### src/rtl/i2s_pkg.sv
// Shared widths and sample type for the I2S transmitter.
package i2s_pkg;

    localparam int unsigned SAMPLE_W    = 16;
    localparam int unsigned FRAME_SLOTS = 32;
    localparam int unsigned SLOT_W      = $clog2(FRAME_SLOTS);
    localparam int unsigned FRAME_W     = 2 * SAMPLE_W;

    typedef logic signed [SAMPLE_W-1:0] sample_t;

endpackage

### src/rtl/i2s_tx_bclk_gen.sv
// Bit-clock divider: toggles bclk every CLK_DIV clk cycles and flags the
// cycle on which each rising/falling transition is registered.
module bclk_gen #(
    parameter int unsigned CLK_DIV = 4
) (
    input  logic clk,
    input  logic reset_n,
    output logic bclk,
    output logic rise_stb_c,
    output logic fall_stb_c
);

    localparam int unsigned CNT_W = (CLK_DIV > 1) ? $clog2(CLK_DIV) : 1;

    logic [CNT_W-1:0] div_cnt;
    logic             term_c;

    assign term_c     = (div_cnt == CNT_W'(CLK_DIV - 1));
    assign rise_stb_c = term_c & ~bclk;
    assign fall_stb_c = term_c & bclk;

    // Half-period counter; bclk flips at terminal count.
    always_ff @(posedge clk or negedge reset_n) begin
        if (!reset_n) begin
            div_cnt <= '0;
            bclk    <= 1'b0;
        end else if (term_c) begin
            div_cnt <= '0;
            bclk    <= ~bclk;
        end else begin
            div_cnt <= div_cnt + CNT_W'(1);
        end
    end

endmodule

### src/rtl/i2s_tx.sv
// Mono-to-stereo Philips I2S serializer with a one-entry input buffer.
// Each sample is sent on both channels; an empty buffer at frame load
// repeats the previous sample and pulses underrun.
module i2s_tx
    import i2s_pkg::*;
#(
    parameter int unsigned CLK_DIV = 4
) (
    input  logic                clk,
    input  logic                reset_n,
    input  logic [SAMPLE_W-1:0] sample_in,
    input  logic                sample_valid,
    output logic                sample_ready,
    output logic                bclk,
    output logic                lrclk,
    output logic                sdata,
    output logic                underrun
);

    logic              fall_stb_c;
    logic              rise_stb_unused;
    logic [SLOT_W-1:0] slot;
    logic [SLOT_W-1:0] slot_next_c;
    logic              buf_full;
    sample_t           sample_buf;
    sample_t           last_sample;
    sample_t           load_word_c;
    logic [FRAME_W-1:0] frame_sr;
    logic              accept_c;
    logic              load_c;

    bclk_gen #(
        .CLK_DIV (CLK_DIV)
    ) u_bclk_gen (
        .clk        (clk),
        .reset_n    (reset_n),
        .bclk       (bclk),
        .rise_stb_c (rise_stb_unused),
        .fall_stb_c (fall_stb_c)
    );

    assign sample_ready = ~buf_full;
    assign accept_c     = sample_valid & ~buf_full;
    assign slot_next_c  = slot + SLOT_W'(1);
    // Loading on the fall into slot 1 gives the one-bit I2S data delay.
    assign load_c       = fall_stb_c & (slot == '0);
    assign load_word_c  = buf_full ? sample_buf : last_sample;

    // Slot counter, word select and frame shifter, all advanced on bclk fall.
    always_ff @(posedge clk or negedge reset_n) begin
        if (!reset_n) begin
            slot     <= '0;
            lrclk    <= 1'b0;
            sdata    <= 1'b0;
            frame_sr <= '0;
            underrun <= 1'b0;
        end else begin
            underrun <= 1'b0;
            if (fall_stb_c) begin
                slot  <= slot_next_c;
                lrclk <= slot_next_c[SLOT_W-1];
                if (load_c) begin
                    frame_sr <= {load_word_c, load_word_c};
                    sdata    <= load_word_c[SAMPLE_W-1];
                    underrun <= ~buf_full;
                end else begin
                    frame_sr <= frame_sr << 1;
                    sdata    <= frame_sr[FRAME_W-2];
                end
            end
        end
    end

    // One-entry holding buffer; drained by the frame load.
    always_ff @(posedge clk or negedge reset_n) begin
        if (!reset_n) begin
            buf_full    <= 1'b0;
            sample_buf  <= '0;
            last_sample <= '0;
        end else begin
            if (load_c) begin
                last_sample <= load_word_c;
            end
            if (accept_c) begin
                sample_buf <= sample_in;
                buf_full   <= 1'b1;
            end else if (load_c) begin
                buf_full <= 1'b0;
            end
        end
    end

endmodule

### config.mk
export PLATFORM = sky130hd
export DESIGN_NAME = i2s_tx
export DESIGN_NICKNAME = d
export VERILOG_FILES = /design/src/rtl/i2s_pkg.sv /design/src/rtl/i2s_tx_bclk_gen.sv /design/src/rtl/i2s_tx.sv
export SDC_FILE = /design/constraint.sdc
export NUM_CORES = 1
export LEC_CHECK = 0
export CORE_ASPECT_RATIO = 1.1
export CORE_UTILIZATION = 49
export DETAILED_ROUTE_END_ITERATION = 12
export PLACE_DENSITY_LB_ADDON = 0.15
export SETUP_SLACK_MARGIN = 0.4
export SKIP_LAST_GASP = 1
export SLEW_MARGIN = 20
export SYNTH_ARGS = -nofsm -noshare
export SYNTH_HDL_FRONTEND = slang
export SYNTH_HIERARCHICAL = 1
export SYNTH_SLANG_ARGS = --single-unit
### constraint.sdc
create_clock -name clk -period 2.1 [get_ports clk]
set_input_delay 0.63 -clock clk [delete_from_list [all_inputs] [get_ports clk]]
set_output_delay 0.63 -clock clk [all_outputs]
set_load 0.02 [all_outputs]
Word-level counts from Yosys, hierarchy flattened
Index checks and enable logic that the tools add are counted.
Storage, ports and cells
  register bits after elaboration: 75
  input port bits: 19
  logic and storage cells: 28
Operators by class
  $add $sub $neg: 2
  eq/ne operators: 1
  multiplexer cells: 8
  bitwise gates (word level): 5
  reductions and logical operators: 2
Operators by type and width (count)
  $mux 31: 1
  $mux 16: 1
  $add 5x1->5 const B: 1
  $logic_not 5->1: 1
  $mux 1: 5
  $and 1x1->1: 3
  $add 2x1->2 const B: 1
  $eq 2x2->1 const B: 1
  $mux 2: 1
  $not 1->1: 2
  $reduce_bool 2->1: 1

Longest topological paths before layout
Gate-level depths: netlist of run 1.
  depth in word-level cells: 5
  mapped depth: 7
  gate-level depth less buffers: 5

Modules after synthesis
The synthesis of run 1 kept the hierarchy.
By module, submodules not included
  i2s_tx: times used 1, cells each 209, area each 3052.9 µm²
  bclk_gen: times used 1, cells each 8, area each 113.9 µm²

Worst setup path before layout of run 1
No wires, ideal clock.
  path kind: reg2reg
  from: reg u_bclk_gen.div_cnt[0]
  to: reg last_sample[10]
  arrival: 1514 ps
  required time: 1975 ps
  slack: 461 ps
  cell stages (with the launch flop): 7
  path buffers: 2
  period minus slack after synthesis: 1639 ps
  cells stage by stage: dfrtp_1 > ha_1 > and2_2 > and3_1 > buf_6 > buf_12 > mux2_4
Between the ends
  word-level cells in the longest chain between the ends: 3
Ends and longest elaborated chain
  start, declared: RTL line i2s_tx_bclk_gen.sv:15  | logic [CNT_W-1:0] div_cnt;
  start signal, assigned: RTL line i2s_tx_bclk_gen.sv:31  | div_cnt <= div_cnt + CNT_W'(1);
  $eq 2x2->1: RTL line i2s_tx_bclk_gen.sv:18  | assign term_c = (div_cnt == CNT_W'(CLK_DIV - 1));
  $and 1x1->1: RTL line i2s_tx_bclk_gen.sv:20  | assign fall_stb_c = term_c & bclk;
  named net fall_stb_c: RTL line i2s_tx.sv:20  | logic fall_stb_c;
  $and 1x1->1: RTL line i2s_tx.sv:46  | assign load_c = fall_stb_c & (slot == '0);
  end signal, assigned: RTL line i2s_tx.sv:82  | last_sample <= load_word_c;
  end, declared: RTL line i2s_tx.sv:26  | sample_t last_sample;
The timed path passes the listed nets, and every way through them passes these cells.
A chain may end at the register's enable or synchronous reset.

Worst setup path in the final report of run 1
  from: reg slot[0]
  to: reg frame_sr[4]
Between the ends
  word-level cells in the longest chain between the ends: 3
Ends and longest elaborated chain
  start, declared: RTL line i2s_tx.sv:22  | logic [SLOT_W-1:0] slot;
  start signal, assigned: RTL line i2s_tx.sv:60  | slot <= slot_next_c;
  $logic_not 5->1: RTL line i2s_tx.sv:46
  $and 1x1->1: RTL line i2s_tx.sv:46
  $mux 31: RTL line i2s_tx.sv:62  | if (load_c) begin
  end signal, assigned: RTL line i2s_tx.sv:63  | frame_sr <= {load_word_c, load_word_c};
  end signal, assigned: RTL line i2s_tx.sv:67  | frame_sr <= frame_sr << 1;
  end, declared: RTL line i2s_tx.sv:28  | logic [FRAME_W-1:0] frame_sr;
Every way passes these cells.

==> results of run 1 <==
==> critical path: cells and delay by family (launching register included) <==
family	cells	cell delay, ns
adder cells (fa/ha/maj)	1	0.16
AO/OA/AOI/OAI	1	0.21
buffers and inverters	4	0.47
flip-flops	1	0.40
AND/OR/NAND/NOR	2	0.45
==> path summary, 6_finish.rpt <==
check / from / end / cells after the start
setup / recovery: slot[0]$_DFFE_PN0P_ / frame_sr[4]$_DFFE_PN0P_ / 8
hold / removal: reset_n / slot[1]$_DFFE_PN0P_ / 2
setup reg to reg: slot[0]$_DFFE_PN0P_ / frame_sr[4]$_DFFE_PN0P_ / 8
hold reg to reg: u_bclk_gen/div_cnt[0]$_DFF_PN0_ / u_bclk_gen/div_cnt[0]$_DFF_PN0_ / 1
max in group asynchronous: reset_n / last_sample[8]$_DFFE_PN0N_ / 2
min in group clk: u_bclk_gen/div_cnt[0]$_DFF_PN0_ / u_bclk_gen/div_cnt[0]$_DFF_PN0_ / 1
==> power breakdown <==
part	switching [W]	internal, W
clock network	0.000507	0.00101
registers	0.000112	0.00157
logic	0.0000984	0.000223
==> through the flow <==
| stage | utilization | hold WS (ns) | std cells | power, W |
|---|---|---|---|---|
| 6_report | 0.6667 | 0.2977 | 338 | 0.003516 |
| 3_5_place_dp | 0.5580 | 0.4234 | 310 | 0.001969 |
| 2_1_floorplan | - | 0.3344 | 216 | 0.001838 |
| 4_1_cts | 0.6168 | 0.3262 | 331 | 0.003475 |
| 3_3_place_gp | 0.5580 | 0.4142 | 310 | 0.001943 |
| 5_1_grt | 0.6667 | 0.3227 | 338 | 0.003649 |
==> flip-flops by register name, indices dropped and copies added, names as in the netlist <==
signal and count:
sdata 1, underrun 1, u_bclk_gen/div_cnt 2, frame_sr 31
last_sample 16, sample_buf 16, slot 4, buf_full 1
lrclk 1, u_bclk_gen/bclk 1
==> layout make-up <==
type	count	share of cell area
Clock buffer	12	0.04000
Clock inverter	4	0.02909
Inverter	5	0.004545
Multi-Input combinational cell	123	0.3442
Sequential cell	74	0.4485
Tap cell	80	0.02424
Timing Repair Buffer	40	0.1094
==> routing by layer <==
layer,vias to the layer above,global-route usage
met3,13,0.03684
met2,32,0.3202
met1,1005,0.2745
li1,891,-
met5,-,0
met4,0,0.08923
==> repair_timing <==
item / CTS / global route
pin swaps: 0 / 4
cloned: 2 / 4
setup buffers: 3 / 3
gates resized for setup: 13 / 39
endpoints found under the setup margin: 51 / 49
==> results_tabular.tex, run 1 <==
\begin{tabular}{lr}
\hline
Metric & Value \\
\hline
\multicolumn{2}{l}{\textbf{Status}} \\
\quad Status & finished clean \\
\multicolumn{2}{l}{\textbf{Final layout}} \\
\quad Number of nets at the end of the flow & 275 \\
\quad Most used cells in the layout excluding fill and tap cells & dfrtp\_1, o221a\_4, clkdlybuf4s50\_1 \\
\quad Diodes inserted & 0 \\
\quad Synthesis-to-finish area growth & 30.64\% \\
\quad Combined area of the multi-input logic cells & 0.001421 sq mm \\
\quad Area taken by flip-flops and latches & 0.001852 sq mm \\
\quad Count of fill cells added during filler insertion & 465 \\
\quad Most frequent standard cell in the layout excluding fill and tap cells & dfrtp\_1 \\
\quad Cell area after layout & 0.004129 sq mm \\
\quad Proportion of layout cells with a drive suffix above 1 & 0.4186 \\
\multicolumn{2}{l}{\textbf{Global routing}} \\
\quad GRT overflow & 0 \\
\quad Number of antenna violations at the first check in global routing & 0 \\
\quad First-pass GRT wire length & 10250 um \\
\quad Vias in the first global route & 2084 \\
\quad Pin count of the biggest net entering global routing & 75 \\
\quad GR Util All Layers & 0.2023 \\
\multicolumn{2}{l}{\textbf{Clock network}} \\
\quad Hold bufs inserted after CTS & 0 \\
\quad Htree depth & 3 \\
\quad Clock network latency to the later pin of the worst-skew pair & 0.35 ns \\
\quad Root buf cell & clkbuf\_8 \\
\quad Number of buffers inserted during clock tree synthesis & 9 \\
\quad Clk sink count & 74 \\
\quad Clock tree from TritonCTS & done \\
\quad Maximum buffer depth of the clock tree & 2 \\
\quad Register clock-pin slew on the reported worst setup and hold paths & 0.08 ns \\
\multicolumn{2}{l}{\textbf{Drt}} \\
\quad Amount of wire on met2 after detailed routing & 3294 um \\
\quad Detailed-router iteration count before antenna repair & 4 \\
\quad DR top layer & met4 \\
\quad Remaining design rule violation count & 0 \\
\quad Met3 wire length & 163 um \\
\quad Wire length after detailed routing & 6507 um \\
\quad Antenna violation net count after detailed routing & 0 \\
\quad Starting DRT DRC Count & 156 \\
\quad Average wire length per cell after detail routing & 19.25 um \\
\quad Vias per cell & 5.743 \\
\quad WL met1 & 2941 um \\
\quad Via Count & 1941 \\
\multicolumn{2}{l}{\textbf{Synthesis}} \\
\quad Avg Synthesized Cell Area & 14.63 sq um \\
\quad Post-synthesis cell count & 216 \\
\quad Synthesis warning total & 6 \\
\quad Netlist area before placement & 0.003161 sq mm \\
\quad Total nets after synthesis & 238 \\
\multicolumn{2}{l}{\textbf{Critical path}} \\
\quad Launching element type of the critical path & register \\
\quad CP endpoint kind & register \\
\quad Cell type of the slowest stage on the worst timing path & dfrtp\_1 \\
\quad Type of the setup path with the least slack & reg -> reg \\
\quad Crit path arrival time & 2.04 ns \\
\quad Critical path fanouts, max & 8 \\
\quad R2R setup slack & 0.34 ns \\
\quad Worst path cell trace & inv\_1 -> ha\_2 -> nor4b\_4 -> buf\_4 -> buf\_6 -> buf\_12 -> nand2b\_4 -> o221a\_2 \\
\quad Crit path required time & 2.39 ns \\
\quad Maximum cell stage delay along the critical path & 0.40 ns \\
\multicolumn{2}{l}{\textbf{Timing}} \\
\quad Clk\_skew & 0.01073 ns \\
\quad Timing-limited maximum frequency & 569.3 MHz \\
\quad Actual transition at the worst max-transition pin & 0.3845 ns \\
\quad RSZ-0062 raised after global routing & true \\
\quad Aggregate negative setup slack & 0 ns \\
\quad Final critical delay including setup and external delays & 1.757 ns \\
\quad Slew margin rel. & 0.7436 \\
\quad Fin. Hold Viols & 0 \\
\quad Final clock period utilization by the worst path & 0.8365 \\
\quad Least setup slack across all paths after layout & 0.3434 ns \\
\quad Pins over their slew limit & 0 \\
\quad Setup violation total in the final timing report & 0 \\
\multicolumn{2}{l}{\textbf{Die}} \\
\quad Effective utilization at floorplan & 0.5103 \\
\quad Die area & 0.006776 sq mm \\
\quad Chip Height & 86.23 um \\
\quad Core Rows & 30 \\
\quad Chip width & 78.58 um \\
\quad Core region area & 0.006193 sq mm \\
\quad Number of top-level pins & 24 \\
\multicolumn{2}{l}{\textbf{Placed design}} \\
\quad Setup Slack @ Placement & 0.1210 ns \\
\quad Final RePlAce weighted congestion & 0.7804 \\
\quad Standard cell area after detailed placement & 0.003456 sq mm \\
\quad HPWL Detailed & 3812 um \\
\quad Number of buffers inserted by port buffering & 23 \\
\multicolumn{2}{l}{\textbf{Power and ir drop}} \\
\quad Leakage power total & 1.831 nW \\
\quad Power per unit of standard cell area & 851.5 mW/mm\^{}2 \\
\quad Peak supply drop & 0.0004779 V \\
\multicolumn{2}{l}{\textbf{Job}} \\
\quad Number of max-cap violations & 0 \\
\multicolumn{2}{l}{\textbf{Worst hold path}} \\
\quad Hold Crit Class & in -> async \\
\hline
\end{tabular}
No activity file was read; power rests on OpenSTA's default activity.
==> run 2: changes to the inputs <==
Clock period 2.1 ns to 1.4 ns, I/O delays scaled along.
==> results_tabular.tex, run 2 (same netlist as run 1, synthesis figures left out) <==
\begin{tabular}{lr}
\hline
Metric & Value \\
\hline
\multicolumn{2}{l}{\textbf{Final layout}} \\
\quad Area taken by flip-flops and latches & 0.001853 sq mm (was 0.001852 sq mm) \\
\quad Most frequent standard cell in the layout excluding fill and tap cells & dfrtp\_1 (unchanged) \\
\quad Synthesis-to-finish area growth & 45.37\% (was 30.64\%) \\
\quad Number of nets at the end of the flow & 297 (was 275) \\
\quad Non-filler instance count after layout & 359 (was 338) \\
\quad Most used cells in the layout excluding fill and tap cells & dfrtp\_1, mux2\_4, clkdlybuf4s50\_1, buf\_4 (was dfrtp\_1, o221a\_4, clkdlybuf4s50\_1) \\
\quad Combined area of the multi-input logic cells & 0.001630 sq mm (was 0.001421 sq mm) \\
\quad Count of fill cells added during filler insertion & 375 (was 465) \\
\quad Top flop regs & frame\_sr: 31 flops, last\_sample: 16 flops, sample\_buf: 16 flops (unchanged) \\
\quad Biggest register & frame\_sr (unchanged) \\
\quad Diodes inserted & 0 (unchanged) \\
\quad Proportion of layout cells with a drive suffix above 1 & 0.5448 (was 0.4186) \\
\quad Flip-flop count of the largest register, all copies and words added & 31 (unchanged) \\
\multicolumn{2}{l}{\textbf{Drt}} \\
\quad Detailed-router iteration count before antenna repair & 4 (unchanged) \\
\quad Via Count & 2077 (was 1941) \\
\quad Average wire length per cell after detail routing & 20.48 um (was 19.25 um) \\
\quad Starting DRT DRC Count & 96 (was 156) \\
\quad Vias per cell & 5.786 (was 5.743) \\
\quad Wire length after detailed routing & 7354 um (was 6507 um) \\
\quad Remaining design rule violation count & 0 (unchanged) \\
\quad Antenna violation net count after detailed routing & 0 (unchanged) \\
\multicolumn{2}{l}{\textbf{Timing}} \\
\quad Fin. Hold Viols & 0 (unchanged) \\
\quad Final critical delay including setup and external delays & 1.694 ns (was 1.757 ns) \\
\quad Timing-limited maximum frequency & 590.4 MHz (was 569.3 MHz) \\
\quad Clk\_skew & 0.01460 ns (was 0.01073 ns) \\
\quad Setup violation total in the final timing report & 55 (was 0) \\
\quad Minimum hold slack & 0.09042 ns (was 0.2977 ns) \\
\quad Actual transition at the worst max-transition pin & 0.3759 ns (was 0.3845 ns) \\
\quad Slew margin rel. & 0.7422 (was 0.7436) \\
\quad RSZ-0062 raised after global routing & true (unchanged) \\
\quad Final clock period utilization by the worst path & 1.210 (was 0.8365) \\
\quad Pins over their slew limit & 0 (unchanged) \\
\quad Least setup slack across all paths after layout & -0.2937 ns (was 0.3434 ns) \\
\quad Aggregate negative setup slack & -12.37 ns (was 0 ns) \\
\multicolumn{2}{l}{\textbf{Global routing}} \\
\quad Number of antenna violations at the first check in global routing & 0 (unchanged) \\
\quad GRT overflow & 0 (unchanged) \\
\quad First-pass GRT wire length & 11330 um (was 10250 um) \\
\quad GR Util All Layers & 0.2265 (was 0.2023) \\
\quad Pin count of the biggest net entering global routing & 75 (unchanged) \\
\quad Vias in the first global route & 2204 (was 2084) \\
\multicolumn{2}{l}{\textbf{Power and ir drop}} \\
\quad Power per unit of standard cell area & 1055 mW/mm\^{}2 (was 851.5 mW/mm\^{}2) \\
\quad Combinational fraction of design power & 0.115 (was 0.091) \\
\quad Peak supply drop & 0.0007299 V (was 0.0004779 V) \\
\quad Total Power & 0.004845 W (was 0.003516 W) \\
\quad Relative contribution of the clock network to total power & 0.363 (was 0.431) \\
\quad Leakage power total & 2.018 nW (was 1.831 nW) \\
\quad Fraction of power spent switching nets & 0.2333 (was 0.2041) \\
\quad Net switching power & 0.001130 W (was 0.0007176 W) \\
\quad Power share of the sequential group & 0.522 (was 0.478) \\
\quad Internal cell power & 0.003715 W (was 0.002798 W) \\
\multicolumn{2}{l}{\textbf{Die}} \\
\quad Chip Height & 86.23 um (unchanged) \\
\quad Core region area & 0.006193 sq mm (unchanged) \\
\quad Effective utilization at floorplan & 0.5103 (unchanged) \\
\quad Number of top-level pins & 24 (unchanged) \\
\quad Chip width & 78.58 um (unchanged) \\
\quad Die area & 0.006776 sq mm (unchanged) \\
\quad Core Rows & 30 (unchanged) \\
\multicolumn{2}{l}{\textbf{Placed design}} \\
\quad Post-placement cell count & 320 (was 310) \\
\quad Number of buffers inserted by port buffering & 23 (unchanged) \\
\quad HPWL Detailed & 4034 um (was 3812 um) \\
\quad Final RePlAce weighted congestion & 0.7428 (was 0.7804) \\
\quad Setup Slack @ Placement & -0.3275 ns (was 0.1210 ns) \\
\multicolumn{2}{l}{\textbf{Critical path}} \\
\quad Crit path arrival time & 1.92 ns (was 2.04 ns) \\
\quad Crit path required time & 1.62 ns (was 2.39 ns) \\
\quad Cell type of the slowest stage on the worst timing path & dfrtp\_1 (unchanged) \\
\quad R2R setup slack & -0.29 ns (was 0.34 ns) \\
\quad Worst path cell trace & inv\_2 -> ha\_4 -> nor4b\_4 -> and3\_4 -> clkbuf\_16 -> mux2\_4 (was inv\_1 -> ha\_2 -> nor4b\_4 -> buf\_4 -> buf\_6 -> buf\_12 -> nand2b\_4 -> o221a\_2) \\
\quad Reg-to-Reg Start & slot[1]\$\_DFFE\_PN0P\_ (was slot[0]\$\_DFFE\_PN0P\_) \\
\quad CP endpoint kind & register (unchanged) \\
\quad Endpoint of the worst-slack reg-to-reg timing path & last\_sample[7]\$\_DFFE\_PN0N\_ (was frame\_sr[4]\$\_DFFE\_PN0P\_) \\
\quad Type of the setup path with the least slack & reg -> reg (unchanged) \\
\quad Start point of the critical path & slot[1]\$\_DFFE\_PN0P\_ (was slot[0]\$\_DFFE\_PN0P\_) \\
\quad Launching element type of the critical path & register (unchanged) \\
\quad Worst reg-to-reg path cell count & 6 (was 8) \\
\quad Maximum cell stage delay along the critical path & 0.40 ns (about the same) \\
\quad Critical path fanouts, max & 8 (unchanged) \\
\multicolumn{2}{l}{\textbf{Clock network}} \\
\quad Number of buffers inserted during clock tree synthesis & 9 (unchanged) \\
\quad Register clock-pin slew on the reported worst setup and hold paths & 0.08 ns (about the same) \\
\quad Hold bufs inserted after CTS & 0 (unchanged) \\
\quad Clock tree from TritonCTS & done (unchanged) \\
\quad Clk sink count & 74 (unchanged) \\
\quad Clock network latency to the later pin of the worst-skew pair & 0.35 ns (about the same) \\
\quad Root buf cell & clkbuf\_8 (unchanged) \\
\quad Maximum buffer depth of the clock tree & 2 (unchanged) \\
\quad Htree depth & 3 (unchanged) \\
\multicolumn{2}{l}{\textbf{Worst hold path}} \\
\quad Hold Crit Class & in -> async (unchanged) \\
\multicolumn{2}{l}{\textbf{Status}} \\
\quad Failing checks & negative setup slack \\
\quad Status & complete, but fails checks (was finished clean) \\
\multicolumn{2}{l}{\textbf{Job}} \\
\quad Number of max-cap violations & 0 (unchanged) \\
\hline
\end{tabular}
run 2: cell count changes in the layout (fill, tap and decap cells not counted), sizes merged, moves of 2 or more:
cell,delta
bufinv,-2
clkinv,+2
clkbuf,-4
buf,+25
clkinvlp,+2
bufbuf,+2
clkdlybuf4s15,-2
run 2: layer usage:
layer,part of all wire,vias to the layer above,GRT usage
met2,0.51,40,0.3597
met1,0.44,1082,0.3023
li1,-,939,-
met5,0,-,0
met4,0.020,0,0.1061
met3,0.033,16,0.04211
run 2: worst max-delay path, delay by kind of cell, from the launching register on:
family                   cells  cell delay (ns)
adder cells (fa/ha/maj)      1             0.12
AND/OR/NAND/NOR              2             0.49
flip-flops                   1             0.40
multiplexers                 1             0.31
buffers and inverters        2             0.26
run 2: what timing repair did:
| action | 4_1_cts | 5_1_grt |
|---|---|---|
| setup endpoints to repair | 76 | 76 |
| gates resized for setup | 54 | 51 |
| gates cloned | 6 | 2 |
| pin swaps | 6 | 4 |
| buffers inserted | 11 | 5 |
run 2: worst max-delay path by stage:
stage	to	slack, ns	depth (start not counted)
floorplan	last_sample[10]$_DFFE_PN0N_	-0.22	7
global placement	sample_buf[14]$_DFFE_PN0P_	-0.30	4
detailed placement	sample_buf[7]$_DFFE_PN0P_	-0.33	4
CTS	last_sample[2]$_DFFE_PN0N_	-0.31	6
global route	frame_sr[24]$_DFFE_PN0P_	-0.34	8
finish	last_sample[7]$_DFFE_PN0N_	-0.29	6
run 2: per-stage QoR:
step	area, sq um	util
after detailed placement	3651	0.5895
final	4594	0.7418
after global routing	4594	0.7418
after global placement	3651	0.5895
after floorplan	3298	-
after CTS	4274	0.6901
run 2: final cells by class:
| cell class | instances | share of cell area |
|---|---|---|
| repair buffers | 62 | 0.1697 |
| well taps | 80 | 0.02179 |
| multi-input cells | 123 | 0.3548 |
| flip-flops and latches | 74 | 0.4033 |
| clock buffers | 10 | 0.02778 |
| inverters | 5 | 0.005174 |
| clock inverters | 5 | 0.01743 |
run 2: power groups by stage:
stage	clock network [W]	registers (W)	logic (W)
2_1_floorplan	0	0.00249	0.000308
3_3_place_gp	0	0.00252	0.000438
3_5_place_dp	0	0.00254	0.000463
4_1_cts	0.00177	0.00251	0.000501
5_1_grt	0.00188	0.00255	0.000598
6_report	0.00176	0.00253	0.000555
==> run 3: changes to the inputs <==
Settings changed: CORE_ASPECT_RATIO 1.1 to 0.6.
==> results_tabular.tex, run 3 (same netlist as run 1, synthesis figures left out) <==
\begin{tabular}{lr}
\hline
Metric & Value \\
\hline
\multicolumn{2}{l}{\textbf{Clock network}} \\
\quad Register clock-pin slew on the reported worst setup and hold paths & 0.07 ns (was 0.08 ns) \\
\quad Root buf cell & clkbuf\_8 (unchanged) \\
\quad Clk sink count & 74 (unchanged) \\
\quad Htree depth & 3 (unchanged) \\
\quad Clock tree from TritonCTS & done (unchanged) \\
\quad Maximum buffer depth of the clock tree & 2 (unchanged) \\
\quad Number of buffers inserted during clock tree synthesis & 9 (unchanged) \\
\quad Clock network latency to the later pin of the worst-skew pair & 0.35 ns (about the same) \\
\multicolumn{2}{l}{\textbf{Timing}} \\
\quad Timing-limited maximum frequency & 580.9 MHz (was 590.4 MHz) \\
\quad Actual transition at the worst max-transition pin & 0.3807 ns (was 0.3759 ns) \\
\quad Setup violation total in the final timing report & 59 (was 55) \\
\quad Least setup slack across all paths after layout & -0.3216 ns (was -0.2937 ns) \\
\quad Slew margin rel. & 0.7389 (was 0.7422) \\
\quad Final clock period utilization by the worst path & 1.230 (was 1.210) \\
\quad RSZ-0062 raised after global routing & true (unchanged) \\
\quad Pins over their slew limit & 0 (unchanged) \\
\quad Fin. Hold Viols & 0 (unchanged) \\
\quad Final critical delay including setup and external delays & 1.722 ns (was 1.694 ns) \\
\quad Clk\_skew & 0.008393 ns (was 0.01460 ns) \\
\multicolumn{2}{l}{\textbf{Power and ir drop}} \\
\quad Peak supply drop & 0.0006752 V (was 0.0007299 V) \\
\quad Leakage power total & 1.968 nW (was 2.018 nW) \\
\quad Power per unit of standard cell area & 1047 mW/mm\^{}2 (was 1055 mW/mm\^{}2) \\
\quad Total Power & 0.004464 W (was 0.004845 W) \\
\multicolumn{2}{l}{\textbf{Die}} \\
\quad Chip Height & 64.21 um (was 86.23 um) \\
\quad Die area & 0.006786 sq mm (was 0.006776 sq mm) \\
\quad Number of top-level pins & 24 (unchanged) \\
\quad Core region area & 0.006166 sq mm (was 0.006193 sq mm) \\
\quad Core Rows & 22 (was 30) \\
\quad Effective utilization at floorplan & 0.5126 (was 0.5103) \\
\quad Chip width & 105.7 um (was 78.58 um) \\
\multicolumn{2}{l}{\textbf{Critical path}} \\
\quad Crit path required time & 1.63 ns (was 1.62 ns) \\
\quad Family with the most delay on the worst path & simple AND/OR/NAND/NOR gates (unchanged) \\
\quad Count of cell instances traversed by the critical path & 6 (unchanged) \\
\quad Worst path cell trace & inv\_2 -> ha\_4 -> nor4b\_4 -> and3\_4 -> buf\_12 -> mux2\_4 (was inv\_2 -> ha\_4 -> nor4b\_4 -> and3\_4 -> clkbuf\_16 -> mux2\_4) \\
\quad Type of the setup path with the least slack & reg -> reg (unchanged) \\
\quad Cell type of the slowest stage on the worst timing path & dfrtp\_1 (unchanged) \\
\quad Buffering stage count on the worst path with inverters included & 2 (unchanged) \\
\quad Critical path fanouts, max & 6 (was 8) \\
\quad CP endpoint kind & register (unchanged) \\
\quad Maximum cell stage delay along the critical path & 0.40 ns (about the same) \\
\quad Launching element type of the critical path & register (unchanged) \\
\quad Crit path arrival time & 1.95 ns (was 1.92 ns) \\
\quad Worst reg-to-reg path cell count & 6 (unchanged) \\
\multicolumn{2}{l}{\textbf{Job}} \\
\quad Number of max-cap violations & 0 (unchanged) \\
\multicolumn{2}{l}{\textbf{Final layout}} \\
\quad Most used cells in the layout excluding fill and tap cells & dfrtp\_1, mux2\_4, buf\_4 (was dfrtp\_1, mux2\_4, clkdlybuf4s50\_1, buf\_4) \\
\quad Diodes inserted & 0 (unchanged) \\
\quad Area taken by flip-flops and latches & 0.001853 sq mm (unchanged) \\
\quad Number of nets at the end of the flow & 296 (was 297) \\
\quad Non-filler instance count after layout & 360 (was 359) \\
\quad Core occupancy in the finished layout & 0.6916 (was 0.7418) \\
\quad Most frequent standard cell in the layout excluding fill and tap cells & dfrtp\_1 (unchanged) \\
\quad Proportion of layout cells with a drive suffix above 1 & 0.4819 (was 0.5448) \\
\quad Biggest register & frame\_sr (unchanged) \\
\quad Top flop regs & frame\_sr: 31 flops, last\_sample: 16 flops, sample\_buf: 16 flops (unchanged) \\
\quad Flip-flop count of the largest register, all copies and words added & 31 (unchanged) \\
\quad Count of fill cells added during filler insertion & 424 (was 375) \\
\quad Combined area of the multi-input logic cells & 0.001409 sq mm (was 0.001630 sq mm) \\
\quad Synthesis-to-finish area growth & 34.92\% (was 45.37\%) \\
\multicolumn{2}{l}{\textbf{Placed design}} \\
\quad Setup Slack @ Placement & -0.3320 ns (was -0.3275 ns) \\
\quad Number of buffers inserted by port buffering & 23 (unchanged) \\
\quad Final RePlAce weighted congestion & 0.7850 (was 0.7428) \\
\quad Post-placement cell count & 331 (was 320) \\
\quad HPWL Detailed & 4249 um (was 4034 um) \\
\multicolumn{2}{l}{\textbf{Global routing}} \\
\quad Number of antenna violations at the first check in global routing & 0 (unchanged) \\
\quad GR Util All Layers & 0.2138 (was 0.2265) \\
\quad GRT overflow & 0 (unchanged) \\
\quad Pin count of the biggest net entering global routing & 75 (unchanged) \\
\quad Global-route track usage on met1 & 0.2985 (was 0.3023) \\
\quad Vias in the first global route & 2089 (was 2204) \\
\quad Most Used Layer, Global Route & met2 (unchanged) \\
\quad Global Route met3 Usage & 0.08673 (was 0.04211) \\
\quad First-pass GRT wire length & 10680 um (was 11330 um) \\
\quad Global-route track usage on met2 & 0.3072 (was 0.3597) \\
\multicolumn{2}{l}{\textbf{Worst hold path}} \\
\quad Hold Crit Class & in -> async (unchanged) \\
\multicolumn{2}{l}{\textbf{Drt}} \\
\quad Detailed-router iteration count before antenna repair & 4 (unchanged) \\
\quad Vias per cell & 5.594 (was 5.786) \\
\quad Average wire length per cell after detail routing & 18.75 um (was 20.48 um) \\
\quad Starting DRT DRC Count & 163 (was 96) \\
\quad Antenna violation net count after detailed routing & 0 (unchanged) \\
\quad Wire length after detailed routing & 6749 um (was 7354 um) \\
\quad Remaining design rule violation count & 0 (unchanged) \\
\quad Via Count & 2014 (was 2077) \\
\multicolumn{2}{l}{\textbf{Status}} \\
\quad Failing checks & negative setup slack (unchanged) \\
\quad Status & complete, but fails checks (unchanged) \\
\hline
\end{tabular}
run 3: repair_timing:
item                                    in CTS  in global routing
hold buffers                                 0                  0
resized for setup                           46                 23
endpoints found under the setup margin      76                 76
pin swaps                                    1                  3
buffers inserted                             4                  9
cloned                                       2                  1
run 3: final cells by class:
type	instances	share of cell area
multi-input cells	120	0.3304
well taps	84	0.02465
repair buffers	64	0.1675
clock buffers	13	0.03727
flip-flops and latches	74	0.4346
inverters	5	0.005575
run 3: path summary, 6_finish.rpt:
check / start / end / slack (ns)
worst max register to register: slot[1]$_DFFE_PN0P_ / last_sample[2]$_DFFE_PN0N_ / -0.32
worst min-delay path: reset_n / slot[0]$_DFFE_PN0P_ / 0.06
max in group asynchronous: reset_n / sdata$_DFFE_PN0P_ / 1.00
min in group clk: last_sample[14]$_DFFE_PN0N_ / last_sample[14]$_DFFE_PN0N_ / 0.52
worst max-delay path: slot[1]$_DFFE_PN0P_ / last_sample[2]$_DFFE_PN0N_ / -0.32
worst min register to register: last_sample[14]$_DFFE_PN0N_ / last_sample[14]$_DFFE_PN0N_ / 0.52
run 3: routing by layer:
metal,wire length [um],up-vias,share of wire
met4,51,0,0.0076
met5,0,-,0
met1,3367,1029,0.50
met3,323,7,0.048
met2,3006,50,0.45
li1,-,928,-
run 3: stage by stage:
| step | hold WS (ns) | instance area, sq um | setup TNS [ns] |
|---|---|---|---|
| floorplan | 0.1244 | 3298 | -6.029 |
| global placement | 0.4144 | 3721 | -13.98 |
| detailed placement | 0.4408 | 3721 | -16.26 |
| CTS | 0.08248 | 4034 | -12.02 |
| global route | 0.09928 | 4264 | -17.50 |
| finish | 0.06075 | 4264 | -14.34 |
run 3: power by group:
| group | switching, W | internal, W | leakage, nW |
|---|---|---|---|
| combinational | 0.000158 | 0.000359 | 0.973 |
| clock | 0.000715 | 0.000713 | 0.0815 |
| sequential | 0.000167 | 0.00235 | 0.913 |
run 3: worst reg2reg max path: stages (launching register included):
cell	delay, ns
dfrtp_1	0.40
inv_2	0.08
ha_4	0.12
nor4b_4	0.24
and3_4	0.31
buf_12	0.15
mux2_4	0.30
==> edit: new RTL, flow settings as in run 3 <==
Set the package constant `SAMPLE_W` to 20 (it was 16).
--- a/src/rtl/i2s_pkg.sv
+++ b/src/rtl/i2s_pkg.sv
@@ -1,7 +1,7 @@
 // Shared widths and sample type for the I2S transmitter.
 package i2s_pkg;
 
-    localparam int unsigned SAMPLE_W    = 16;
+    localparam int unsigned SAMPLE_W    = 20;
     localparam int unsigned FRAME_SLOTS = 32;
     localparam int unsigned SLOT_W      = $clog2(FRAME_SLOTS);
     localparam int unsigned FRAME_W     = 2 * SAMPLE_W;
Interface: changed (resized sample_in); port bits go from 24 to 28. The function was not compared with the original's and may differ.
==> edit against run 3 <==
  * The flow finishes with violations (negative hold slack, negative setup slack)
  * Worst setup slack worse by 62 ps
  * Routed wire length up 63%
  * Cell area up 45%
  * Area after synthesis up 19%
  * Sequential cell count up 16
  * Via count up 35%
  * Sequential power up 24%
  * Total power up 50%
  * Critical endpoint is now last_sample[19]$_DFFE_PN0N_
  * Largest cell class unchanged
==> edit: results (changes against run 3) <==
| Metric | Value |
|---|---|
| Seq area share | 0.3652 (was 0.4346) |
| Clock Buffer Count | 11 (was 13) |
| Failing checks | negative hold slack, negative setup slack (was negative setup slack) |
| Routability cong. | 0.7792 (was 0.7850) |
| Placeable Area | 7327 um2 (was 6166 um2) |
| Hold Vio Cnt, Final | 11 (was 0) |
| Multi-input combinational cell area | 2021 um2 (was 1409 um2) |
| Setup violators final | 80 (was 59) |
| IO buf count | 27 (was 23) |
| Pin count of the biggest net entering global routing | 33 (was 75) |
| Initial DRC count | 139 (was 163) |
| Crit path max fanout | 10 (was 6) |
| Post-Layout Cell Count | 460 (was 360) |
| Worst Skew | 10.86 ps (was 8.393 ps) |
| Hold Slack | -35.01 ps (was 60.75 ps) |
| Routed WL | 11,030 um (was 6749 um) |
| Regs by FF count | frame_sr: 39 flops, last_sample: 20 flops, sample_buf: 20 flops (was frame_sr: 31 flops, last_sample: 16 flops, sample_buf: 16 flops) |
| Signal buffers share of area | 0.2253 (was 0.1675) |
| Setup ws final | -383.9 ps (was -321.6 ps) |
| Worst setup path endpoint | last_sample[19]$_DFFE_PN0N_ (was last_sample[2]$_DFFE_PN0N_) |
| Placed cell count | 398 (was 331) |
| WP data arrival | 2010 ps (was 1950 ps) |
| Outcome | complete, but fails checks (unchanged) |
| Non-clk bufs | 101 (was 64) |
| Via Count | 2,724 (was 2,014) |
| FFs & Latches | 90 (was 74) |
edit: power breakdown:
| part | switching [mW] | internal, mW | total (mW) |
|---|---|---|---|
| Combinational | 0.244 | 0.500 | 0.744 |
| Sequential | 0.249 | 2.87 | 3.12 |
| Clock | 1.00 | 1.84 | 2.84 |
edit: critical path, cell delays in order (launching register included):
cell and delay [ps]:
dfrtp_1 390, inv_2 90, ha_4 120, nor4b_4 260, and3_4 300, buf_12 150, mux2_2 350
edit: what timing repair did:
action / CTS / global route
setup buffers: 22 / 6
gates resized for setup: 100 / 51
endpoints found under the setup margin: 92 / 99
hold endpoints to repair: 2 / 11
pin swaps: 10 / 3
gates cloned: 12 / 4
edit: per-layer routing:
metal | track usage | vias up | part of all wire
met5 | 0 | - | 0
met4 | 0.06638 | 0 | 0.015
li1 | - | 1180 | -
met1 | 0.4111 | 1441 | 0.46
met2 | 0.4063 | 86 | 0.47
met3 | 0.05857 | 17 | 0.054
